<file path="config.mk">
export PLATFORM = sky130hd
export DESIGN_NAME = multi_arr_seq_ctrl
export DESIGN_NICKNAME = d
export VERILOG_FILES = /design/src/rtl/multi_arr_seq_ctrl.sv
export SDC_FILE = /design/constraint.sdc
export NUM_CORES = 2
export LEC_CHECK = 0
export ABC_AREA = 1
export BUFFER_PORTS_ARGS = -buffer_cell sky130_fd_sc_hd__buf_2
export CAP_MARGIN = 20
export CORE_AREA = 2 2 557 559
export DETAILED_ROUTE_END_ITERATION = 6
export DIE_AREA = 0 0 559 561
export GPL_TIMING_DRIVEN = 0
export HOLD_SLACK_MARGIN = 0.08
export PLACE_DENSITY = 0.47
export SLEW_MARGIN = 25
export SYNTH_ARGS = -nofsm -noshare
export SYNTH_HDL_FRONTEND = slang
export SYNTH_SLANG_ARGS = --single-unit
</file>
<file path="constraint.sdc">
create_clock -name clk -period 4.5 [get_ports clk]
set_clock_uncertainty 0.15 [all_clocks]
set_input_delay 0.675 -clock clk [delete_from_list [all_inputs] [get_ports clk]]
set_output_delay 0.675 -clock clk [all_outputs]
set_load 0.01 [all_outputs]
</file>
<file path="src/rtl/multi_arr_seq_ctrl.sv">
// Sequencer for the 4x4 outer-product array: registers LEN operand pairs into the array, accumulates 16 products.
// Tile latency len+3 cycles from start to out_valid; in_ready only in RUN, result held in DONE until out_ready.
module multi_arr_seq_ctrl #(
  parameter int DW    = 16,
  parameter int PW    = 32,
  parameter int ACC_W = 40
) (
  input  logic                        clk,
  input  logic                        rst_n,
  input  logic                        start,
  input  logic [7:0]                  len,
  output logic                        busy,
  input  logic                        in_valid,
  output logic                        in_ready,
  input  logic [3:0][DW-1:0]          in_wts,
  input  logic [3:0][DW-1:0]          in_ips,
  output logic [3:0][DW-1:0]          arr_wts,
  output logic [3:0][DW-1:0]          arr_ips,
  input  logic [15:0][PW-1:0]         arr_ops,
  output logic                        out_valid,
  input  logic                        out_ready,
  output logic [15:0][ACC_W-1:0]      out_acc
);

  typedef enum logic [1:0] {
    IDLE  = 2'd0,
    RUN   = 2'd1,
    DRAIN = 2'd2,
    DONE  = 2'd3
  } state_t;

  state_t                   state;
  state_t                   state_nxt;
  logic [7:0]               len_q;
  logic [7:0]               cnt;
  logic [7:0]               cnt_inc;
  logic                     prod_vld;
  logic                     accept;
  logic                     tile_go;
  logic [15:0][ACC_W-1:0]   acc;

  assign cnt_inc = cnt + 8'd1;
  assign accept  = in_valid & in_ready;
  assign tile_go = (state == IDLE) && start && (len != 8'd0);

  always_ff @(posedge clk or negedge rst_n) begin
    if (!rst_n) begin
      state <= IDLE;
    end else begin
      state <= state_nxt;
    end
  end

  always_comb begin
    state_nxt = state;
    busy      = 1'b1;
    in_ready  = 1'b0;
    out_valid = 1'b0;
    case (state)
      IDLE: begin
        busy = 1'b0;
        if (tile_go) state_nxt = RUN;
      end
      RUN: begin
        in_ready = 1'b1;
        if (accept && (cnt_inc == len_q)) state_nxt = DRAIN;
      end
      DRAIN: begin
        state_nxt = DONE;
      end
      DONE: begin
        out_valid = 1'b1;
        if (out_ready) state_nxt = IDLE;
      end
      default: begin
        state_nxt = IDLE;
      end
    endcase
  end

  // Operand registers feed the combinational array; prod_vld marks a product one edge later.
  always_ff @(posedge clk or negedge rst_n) begin
    if (!rst_n) begin
      len_q    <= 8'd0;
      cnt      <= 8'd0;
      prod_vld <= 1'b0;
      arr_wts  <= '0;
      arr_ips  <= '0;
    end else begin
      prod_vld <= accept;
      if (tile_go) begin
        len_q <= len;
        cnt   <= 8'd0;
      end else if (accept) begin
        cnt <= cnt_inc;
      end
      if (accept) begin
        arr_wts <= in_wts;
        arr_ips <= in_ips;
      end
    end
  end

  always_ff @(posedge clk or negedge rst_n) begin
    if (!rst_n) begin
      acc <= '0;
    end else if (tile_go) begin
      acc <= '0;
    end else if (prod_vld) begin
      for (int k = 0; k < 16; k++) begin
        acc[k] <= acc[k] + {{(ACC_W-PW){1'b0}}, arr_ops[k]};
      end
    end
  end

  assign out_acc = acc;

endmodule
</file>
==> run metrics <==
Post-Synth XOR/XNOR Area 0.0129; # port buffers between 1000 and 1500; Distinct cells, synth 35; total gr overflow 0; chip width between 500 and 600 microns; RSZ-0062 raised after global routing false; Mapped Avg Cell Area approximately 5.9 sq um; clk slew on worst S/H paths around 0.060 ns; Synth Area in Compound Gates 0.0937; Req. time, crit path a little over 5 ns; cell count after synthesis ~12000; post-cts resize count 0; Hold Crit Depth 4; setup_tns 0 ns; Leak between 50 and 60 nW; CP max FO 11; register area share after synthesis 0.274; Layout Cells excl Fill between 15000 and 20000; number of global-route vias before repair about 80000; Worst VDD drop about 340 uV; Routed WL 405 mm; initial core utilization 0.234; Die Y roughly 560 microns; Peak Freq approximately 0.25 GHz; net count after synthesis approximately 13000; gr usage total 0.249; main combinational cell family by area after synthesis simple AND/OR/NAND/NOR gates; post-DP HPWL between 300 and 400 mm; CP Launch Type flip-flop; Final Hold Viols 0; via count ~83000; Max-Cap Viols 0; mux contribution to synthesized area 0; largest net degree at the start of global routing 118; Sink Count ~790; DR WL/cell 22.2 microns; share of layout cells above drive strength 1 0.126; DIE AREA 314000 sq um; CORE AREA roughly 310000 sq um; Root Driver clkbuf_16; Crit Path Class flip-flop to flip-flop; WHS 0.163 ns; power per cell area ~640 nW/um^2; initial antenna violation count between 90 and 100; period utilisation layout 0.889; Yosys reg bits approximately 790; I/O Pins roughly 1400; routed vias/inst between 4 and 5; Post-route DRC 4; Final Setup Violations 0; Final min period ~4.0 ns; Adder-Cell Fraction of Synth Area 0.0945; fin util 0.297; CTS buffer count ~120; dpl cells roughly 18000; failing checks DRC; H-tree Lvls 3; Tightest Pin Transition 1.05 ns; Max-slew headroom 0.303; Pwr Total about 59 mW; row count about 200; CTS tree yes; R2R depth 10; Main synth FF type dfrtp_1; Initial DRC Count 6083; drt first pass iters 7; area grow syn2layout 27.1%; fraction of registers with async set/reset 1.00; EDFF count, synth 0; WP data arrival between 4 and 5 ns; simple-gate share of the synthesized area 0.416; Ys Warns 0; Routed Antenna Nets 0; Mapped Area roughly 72000 sq um; GPL Wtd Cong just under 1; first-pass GRT wire length between 500 and 600 mm; Final Max Slew Viols 0; CP Capture Type flip-flop; fin nets between 15000 and 20000; Worst Hold Class input pin to flip-flop; status complete, but fails checks; CTS max path bufs 4; worst skew pair latency 0.88 ns
[what timing repair did]
item,CTS,global route
endpoints found under the hold margin,475,0
hold buffers,263,0
buffers inserted,0,0
[power breakdown]
group / switching [mW] / internal (mW) / leakage, nW
registers: 2.73 / 9.79 / 10.4
logic: 25.4 / 10.9 / 41.0
clock network: 4.15 / 5.71 / 1.91
total: 32.3 / 26.4 / 53.4
[Yosys cell counts (3+ instances only)]
cell / instances / area share
and3_1: 18 / 0.0016
buf_2: 69 / 0.0048
and2_1: 41 / 0.0036
or2_2: 30 / 0.0026
nor2_1: 1090 / 0.057
o21bai_1: 56 / 0.0058
a22o_1: 31 / 0.0038
o31ai_1: 58 / 0.0061
o21ai_1: 28 / 0.0019
a31oi_1: 25 / 0.0022
a21oi_1: 663 / 0.046
buf_4: 14 / 0.0015
nand3b_1: 76 / 0.0079
nor3_1: 105 / 0.0073
inv_1: 1857 / 0.097
nor4_1: 62 / 0.0054
a22oi_1: 17 / 0.0018
xor2_1: 4 / 0.00049
nand4_1: 77 / 0.0067
xnor2_1: 102 / 0.012
buf_1: 9 / 0.00047
ha_1: 518 / 0.090
dfrtp_1: 787 / 0.27
o21ai_0: 369 / 0.026
nand2_1: 5300 / 0.28
nand3_1: 679 / 0.047
fa_1: 16 / 0.0045
buf_6: 3 / 0.00047
clkbuf_1: 98 / 0.0051
[metrics by stage]
stage	instance area, sq um	setup slack, ns
final	91400	0.500
after CTS	91300	0.156
after floorplan	72000	2.09
after global placement	84200	-17.54
after global routing	91400	0.111
after detailed placement	84700	-0.145
[cell type report]
type                            instances  area, sq um
Antenna cell                           47          118
Buffer                                193          930
Fill cell                           35400       216000
Tap cell                             4120         5150
Inverter                             1861         6990
Clock buffer                          163         3390
Clock inverter                         49          571
Timing Repair Buffer                 1702        10200
Sequential cell                       787        19700
Multi-Input combinational cell       9371        44400
[critical path, cell delays in order, from the launching register on]
cell	delay (ns)
dfrtp_1	0.41
inv_1	0.10
ha_1	0.26
nand2_1	0.07
inv_1	0.04
nand2_2	0.57
nand2_1	0.19
inv_2	0.18
buf_2	0.58
buf_2	0.87
a22o_1	0.28
[cells in the final DEF (no fill, tap or decap), types with 118 or more instances in the layout]
| master | count |
|---|---|
| a21oi_1 | 663 |
| buf_2 | 1489 |
| clkbuf_16 | 118 |
| dfrtp_1 | 787 |
| dlygate4sd3_1 | 263 |
| ha_1 | 518 |
| inv_1 | 1857 |
| nand2_1 | 5300 |
| nand3_1 | 679 |
| nor2_1 | 1090 |
| o21ai_0 | 369 |
[routing by layer]
metal / wire length, microns / global-route usage / share of wire
met5: 303 / 0 / 0.00075
met4: 18400 / 0.100 / 0.045
met3: 28600 / 0.0566 / 0.070
met2: 181000 / 0.404 / 0.45
met1: 177000 / 0.319 / 0.44
[sequential cells by signal, indices dropped and copies added, names as in the netlist]
register / count
out_acc: 640
arr_ips: 64
arr_wts: 64
cnt: 8
len_q: 8
state: 2
prod_vld: 1
[final timing paths]
check / slack [ns] / end / from
min: 0.16 / out_acc[539]$_DFFE_PN0P_ / arr_ops[435]
max reg2reg: 0.50 / out_acc[120]$_DFFE_PN0P_ / state[0]$_DFFE_PN0P_
max: 0.50 / out_acc[120]$_DFFE_PN0P_ / state[0]$_DFFE_PN0P_
min in group asynchronous: 0.17 / out_acc[108]$_DFFE_PN0P_ / rst_n
min reg2reg: 0.32 / arr_wts[55]$_DFFE_PN0P_ / arr_wts[55]$_DFFE_PN0P_
max in group asynchronous: 2.46 / arr_wts[19]$_DFFE_PN0P_ / rst_n
[cell families after synthesis]
group           count (synthesis)
xor+xnor                      106
buf+inv                      2054
simple gates                 7480
flops                         787
compound gates               1251
fa+ha+maj                     534
Power figures use the tool's default switching activity.
